File: src/rtl/dec_3to8_if.sv
// Select/strobe bus for the registered 3-to-8 decoder.
// `err` exists only when DEC_3TO8_ONEHOT_CHECK_EN is defined.
interface dec_3to8_if;
  logic en;
  logic s0;
  logic s1;
  logic s2;
  logic o0;
  logic o1;
  logic o2;
  logic o3;
  logic o4;
  logic o5;
  logic o6;
  logic o7;
  logic valid;
`ifdef DEC_3TO8_ONEHOT_CHECK_EN
  logic err;
`endif

`ifdef DEC_3TO8_ONEHOT_CHECK_EN
  modport master (
    output en, s0, s1, s2,
    input  o0, o1, o2, o3, o4, o5, o6, o7, valid, err
  );
  modport slave (
    input  en, s0, s1, s2,
    output o0, o1, o2, o3, o4, o5, o6, o7, valid, err
  );
`else
  modport master (
    output en, s0, s1, s2,
    input  o0, o1, o2, o3, o4, o5, o6, o7, valid
  );
  modport slave (
    input  en, s0, s1, s2,
    output o0, o1, o2, o3, o4, o5, o6, o7, valid
  );
`endif
endinterface

File: src/rtl/dec_3to8.sv
// Registered 3-to-8 one-hot decoder, one clock of latency, one decode per clock.
// Optional sticky one-hot checker on the registered outputs: DEC_3TO8_ONEHOT_CHECK_EN.
module dec_3to8 (
  input  logic        clk,
  input  logic        rst_n,
  dec_3to8_if.slave   bus
);

  logic [2:0] idx;
  logic [7:0] o_d;
  logic [7:0] o_q;
  logic       valid_d;
  logic       valid_q;

  assign idx = {bus.s2, bus.s1, bus.s0};

  // Disabled cycles clear the outputs rather than holding the last decode.
  always_comb begin
    o_d     = 8'd0;
    valid_d = bus.en;
    if (bus.en) begin
      o_d[idx] = 1'b1;
    end
  end

  always_ff @(posedge clk or negedge rst_n) begin
    if (!rst_n) begin
      o_q     <= 8'd0;
      valid_q <= 1'b0;
    end else begin
      o_q     <= o_d;
      valid_q <= valid_d;
    end
  end

  assign bus.o0    = o_q[0];
  assign bus.o1    = o_q[1];
  assign bus.o2    = o_q[2];
  assign bus.o3    = o_q[3];
  assign bus.o4    = o_q[4];
  assign bus.o5    = o_q[5];
  assign bus.o6    = o_q[6];
  assign bus.o7    = o_q[7];
  assign bus.valid = valid_q;

`ifdef DEC_3TO8_ONEHOT_CHECK_EN
  function automatic logic [3:0] popcount8(input logic [7:0] v);
    logic [3:0] cnt;
    cnt = 4'd0;
    for (int i = 0; i < 8; i++) begin
      cnt = cnt + {3'd0, v[i]};
    end
    return cnt;
  endfunction

  logic [3:0] pop;
  logic       err_d;
  logic       err_q;

  // More than one bit set is the only illegal state; all-zero is a disabled cycle.
  always_comb begin
    pop   = popcount8(o_q);
    err_d = err_q | (pop > 4'd1);
  end

  always_ff @(posedge clk or negedge rst_n) begin
    if (!rst_n) begin
      err_q <= 1'b0;
    end else begin
      err_q <= err_d;
    end
  end

  assign bus.err = err_q;
`endif

endmodule

File: src/flat_wrapper.sv
// flat-port wrapper written by rule: the top's interface ports become plain ports
module dec_3to8_flat 
  (clk, rst_n, bus_en, bus_s0, bus_s1, bus_s2, bus_o0, bus_o1, bus_o2, bus_o3, bus_o4, bus_o5, bus_o6, bus_o7, bus_valid);
  dec_3to8_if bus_i ();
  input  logic clk;
  input  logic rst_n;
  input wire logic [$bits(bus_i.en)-1:0] bus_en;
  input wire logic [$bits(bus_i.s0)-1:0] bus_s0;
  input wire logic [$bits(bus_i.s1)-1:0] bus_s1;
  input wire logic [$bits(bus_i.s2)-1:0] bus_s2;
  output wire logic [$bits(bus_i.o0)-1:0] bus_o0;
  output wire logic [$bits(bus_i.o1)-1:0] bus_o1;
  output wire logic [$bits(bus_i.o2)-1:0] bus_o2;
  output wire logic [$bits(bus_i.o3)-1:0] bus_o3;
  output wire logic [$bits(bus_i.o4)-1:0] bus_o4;
  output wire logic [$bits(bus_i.o5)-1:0] bus_o5;
  output wire logic [$bits(bus_i.o6)-1:0] bus_o6;
  output wire logic [$bits(bus_i.o7)-1:0] bus_o7;
  output wire logic [$bits(bus_i.valid)-1:0] bus_valid;
  assign bus_i.en = bus_en;
  assign bus_i.s0 = bus_s0;
  assign bus_i.s1 = bus_s1;
  assign bus_i.s2 = bus_s2;
  assign bus_o0 = bus_i.o0;
  assign bus_o1 = bus_i.o1;
  assign bus_o2 = bus_i.o2;
  assign bus_o3 = bus_i.o3;
  assign bus_o4 = bus_i.o4;
  assign bus_o5 = bus_i.o5;
  assign bus_o6 = bus_i.o6;
  assign bus_o7 = bus_i.o7;
  assign bus_valid = bus_i.valid;
  dec_3to8 u_core (.clk(clk), .rst_n(rst_n), .bus(bus_i));
endmodule
File: config.mk
export PLATFORM = sky130hd
export DESIGN_NAME = dec_3to8_flat
export DESIGN_NICKNAME = d
export VERILOG_FILES = /design/src/rtl/dec_3to8_if.sv /design/src/rtl/dec_3to8.sv /design/src/flat_wrapper.sv
export SDC_FILE = /design/constraint.sdc
export NUM_CORES = 1
export LEC_CHECK = 0
export CAP_MARGIN = 20
export CORE_AREA = 2 2 39 41
export CTS_CLUSTER_DIAMETER = 100
export DETAILED_ROUTE_END_ITERATION = 16
export DIE_AREA = 0 0 41 43
export PLACE_DENSITY_LB_ADDON = 0.2
export SLEW_MARGIN = 20
export SYNTH_ARGS = -nofsm -noshare
export SYNTH_HDL_FRONTEND = slang
export SYNTH_SLANG_ARGS = --single-unit
File: constraint.sdc
create_clock -name clk -period 0.8 [get_ports clk]
set_clock_uncertainty 0.05 [all_clocks]
set_input_delay 0.08 -clock clk [delete_from_list [all_inputs] [get_ports clk]]
set_output_delay 0.08 -clock clk [all_outputs]
set_load 0.01 [all_outputs]
==> results of run 1 <==
[cell families after synthesis]
kind of cell,count (synthesis)
AND/OR/NAND/NOR,8
flip-flops,9
[sequential cells by signal, indices dropped and copies added (netlist names)]
name / flops
u_core.bus.valid: 1
u_core.o_q: 8
[power by group through the flow]
stage / clock (W) / combinational, W / sequential [W]
after floorplan: 0 / 0.0000157 / 0.000487
after global placement: 0 / 0.000101 / 0.000479
after detailed placement: 0 / 0.000103 / 0.000480
after CTS: 0.000351 / 0.0000850 / 0.000471
after global routing: 0.000384 / 0.0000928 / 0.000473
final: 0.000342 / 0.0000857 / 0.000471
[metrics by stage]
stage	instances	utilization	TNS, ns	hold WS [ns]	power (W)
after floorplan	17	-	0	-0.266	0.000503
after global placement	48	0.354	-3.71	0.330	0.000581
after detailed placement	48	0.354	-3.92	0.326	0.000583
after CTS	52	0.337	-0.728	0.0639	0.000908
after global routing	52	0.348	-0.980	0.0382	0.000949
final	52	0.348	-0.627	0.0490	0.000899
[worst max-delay path by stage]
stage | startpoint | endpoint | slack (ns)
6_report | u_core.o_q[2]$_DFF_PN0_ | bus_o2 | -0.08
5_1_grt | u_core.bus.valid$_DFF_PN0_ | bus_valid | -0.12
4_1_cts | u_core.bus.valid$_DFF_PN0_ | bus_valid | -0.10
3_5_place_dp | bus_s1 | u_core.o_q[4]$_DFF_PN0_ | -0.34
3_3_place_gp | bus_s1 | u_core.o_q[4]$_DFF_PN0_ | -0.31
2_1_floorplan | u_core.o_q[0]$_DFF_PN0_ | bus_o0 | 0.29
[metal layers]
metal	global-route usage	vias up	wire length (um)
met1	0.0976	114	259
met3	0.0524	2	47
met4	0.0800	0	12
met5	0	-	0
li1	-	108	-
met2	0.134	6	331
[repair_timing]
item / in CTS / in global routing
hold buffers: 0 / 0
endpoints found under the setup margin: 16 / 15
pin swaps: 0 / 0
resized for setup: 39 / 3
[cell usage in the layout (no fill, tap or decap)]
cell / instances
buf_4: 1
buf_2: 7
and4b_2: 3
and4_2: 1
dlygate4sd2_1: 3
buf_6: 2
clkbuf_4: 3
dfrtp_1: 9
dlymetal6s2s_1: 1
clkdlybuf4s50_1: 1
clkbuf_1: 1
nor4b_2: 1
and4bb_2: 3
[area by class of cell]
type | count | area share
Clock buffer | 4 | 0.0545
Multi-Input combinational cell | 8 | 0.200
Timing Repair Buffer | 15 | 0.236
Tap cell | 16 | 0.0416
Sequential cell | 9 | 0.468
==> impl_metrics.py, run 1 <==
metrics = {
    "cells_and_area": {
        "final_area_um2": 482,
        "fill_cells": 143,
        "nNetsFinal": 43,
        "regArea_um2": 225,
        "area_delta_synth_final_pct": 49.8,
        "multi_input_area_um2": 96.3,
        "post_route_cells_drive_above_1_share": 0.583,
        "num_antenna_cells": 0,
    },
    "synth": {
        "ys.flop_type": "dfrtp_1",
        "synthesis.area_um2": 322,
        "synth_top_family_by_area": "simple AND/OR/NAND/NOR gates",
        "synth-adder-area-share": 0,
        "synth-compound-area-share": 0,
        "yosys.area_share.simple": 0.300,
        "synth-edff-count": 0,
        "ys_seq_elements": 9,
        "ys_async_sr_fraction": 1.00,
        "syn_nets": 23,
        "seq_area_frac_synth": 0.700,
        "yosys.area.top_type": "dfrtp_1",
        "synth_common_cells": "dfrtp_1, and4b_2, and4bb_2, and4_2, nor4b_2",
        "netlist_top_cells_area": "dfrtp_1, and4bb_2, and4b_2",
        "synth.avg_cell_area_um2": 18.9,
        "netlist-cell-type-count": 5,
        "synth.top_cell.area_share": 0.700,
        "synthMuxAreaShare": 0,
        "synth-xor-area-share": 0,
        "yosysMostFrequentCell": "dfrtp_1",
        "yosys_warnings": 0,
        "netlist_instances": 17,
    },
    "grt": {
        "grt_overflow_total": 0,
        "grt_pass1_wl_mm": 1.02,
        "grt_max_degree": 10,
        "grt_usage": 0.0957,
        "antenna_found_initial": 0,
        "first_global_vias": 212,
    },
    "sta": {
        "timing.slew.headroom": 0.830,
        "timing.final.crit_share": 1.10,
        "hold_viol": 0,
        "layout_setup_ws_ns": -0.0791,
        "finalSetupViolations": 9,
        "drv_slew": 0,
        "rsz0062_at_grt": "yes",
        "fin_crit_ns": 0.879,
        "fmax_mhz": 1140,
        "max_slew.worst_pin.slew_ns": 0.255,
    },
    "hold_path": {
        "hold_path.class": "input pin to flip-flop",
        "min_from": "bus_en",
        "hold-path-endpoint": "u_core.bus.valid$_DFF_PN0_",
        "holdPathStages": 1,
    },
    "placement": {
        "hpwl_um": 460,
        "dp_slack_ns": -0.337,
        "dpl_cell_area_um2": 489,
        "gp_congestion": 0.745,
        "port_buffers": 14,
    },
    "clock_network": {
        "cts.sinks": 9,
        "cts_root_buf": "clkbuf_4",
        "cts.clk_slew.worst_paths_ns": 0.06,
        "clock_path_buffers": 2,
        "cts_setup_buffers": 0,
        "numCtsBuffers": 3,
        "cts_tree": "built",
        "cts_max_level": 1,
    },
    "power": {
        "netSwitchingFraction": 0.218,
        "p_switching_w": 0.000196,
        "power_density_mw_per_mm2": 1870,
        "clkPwrFrac": 0.381,
        "p_seq_frac": 0.524,
        "p_leak_nw": 0.256,
        "internal_power_w": 0.000703,
        "vdd_ir_drop_max_mv": 0.846,
        "combPwrFrac": 0.095,
    },
    "floorplan": {
        "fp.dieH_um": 43,
        "rows": 14,
        "pin_count": 15,
        "coreArea_mm2": 0.00138,
        "die_area_mm2": 0.00176,
        "initial_core_util": 0.232,
        "die_w_um": 41,
    },
    "run_status": {
        "outcome": "finished, violations left",
        "violations": "negative setup slack",
    },
    "worst_setup_path": {
        "worst_ep_required_time_ns": 0.67,
        "path_max_fanout": 1,
        "worst-path-buf-inv": 1,
        "end_kind": "primary output",
        "worstSetupStartpointType": "flip-flop",
        "crit_slowest_cell": "dfrtp_1",
        "critPathArrivalTime_ns": 0.75,
        "crit_cells": 1,
        "crit_type": "flip-flop to primary output",
        "path_cells": "buf_2",
        "max_stage_delay_ns": 0.37,
        "cp_top_family": "flip-flops",
    },
    "routing": {
        "drt-initial-drc-count": 4,
        "drtPass1Iterations": 2,
        "routed_wl_um": 650,
        "drc": 0,
        "postRouteAntennaNets": 0,
        "via_per_inst": 4.42,
        "wire_per_inst_um": 12.5,
        "vias": 230,
    },
    "run": {
        "cap_viol_max_count": 0,
    },
}
Power figures use the tool's default switching activity.
==> inputs of run 2 (changes only) <==
--- a/config.mk
+++ b/config.mk
@@ -11,7 +11,6 @@
 export DETAILED_ROUTE_END_ITERATION = 16
 export DIE_AREA = 0 0 41 43
 export PLACE_DENSITY_LB_ADDON = 0.2
-export SLEW_MARGIN = 20
 export SYNTH_ARGS = -nofsm -noshare
 export SYNTH_HDL_FRONTEND = slang
 export SYNTH_SLANG_ARGS = --single-unit
==> results of run 2 <==
The final DEF is identical to that of run 1; final timing and power are the same.
==> inputs of run 3 (changes only) <==
--- a/config.mk
+++ b/config.mk
@@ -11,6 +11,7 @@
 export DETAILED_ROUTE_END_ITERATION = 16
 export DIE_AREA = 0 0 41 43
 export PLACE_DENSITY_LB_ADDON = 0.2
+export SLEW_MARGIN = 20
 export SYNTH_ARGS = -nofsm -noshare
 export SYNTH_HDL_FRONTEND = slang
 export SYNTH_SLANG_ARGS = --single-unit
==> results of run 3 <==
The final DEF is identical to that of run 1; final timing and power are the same.
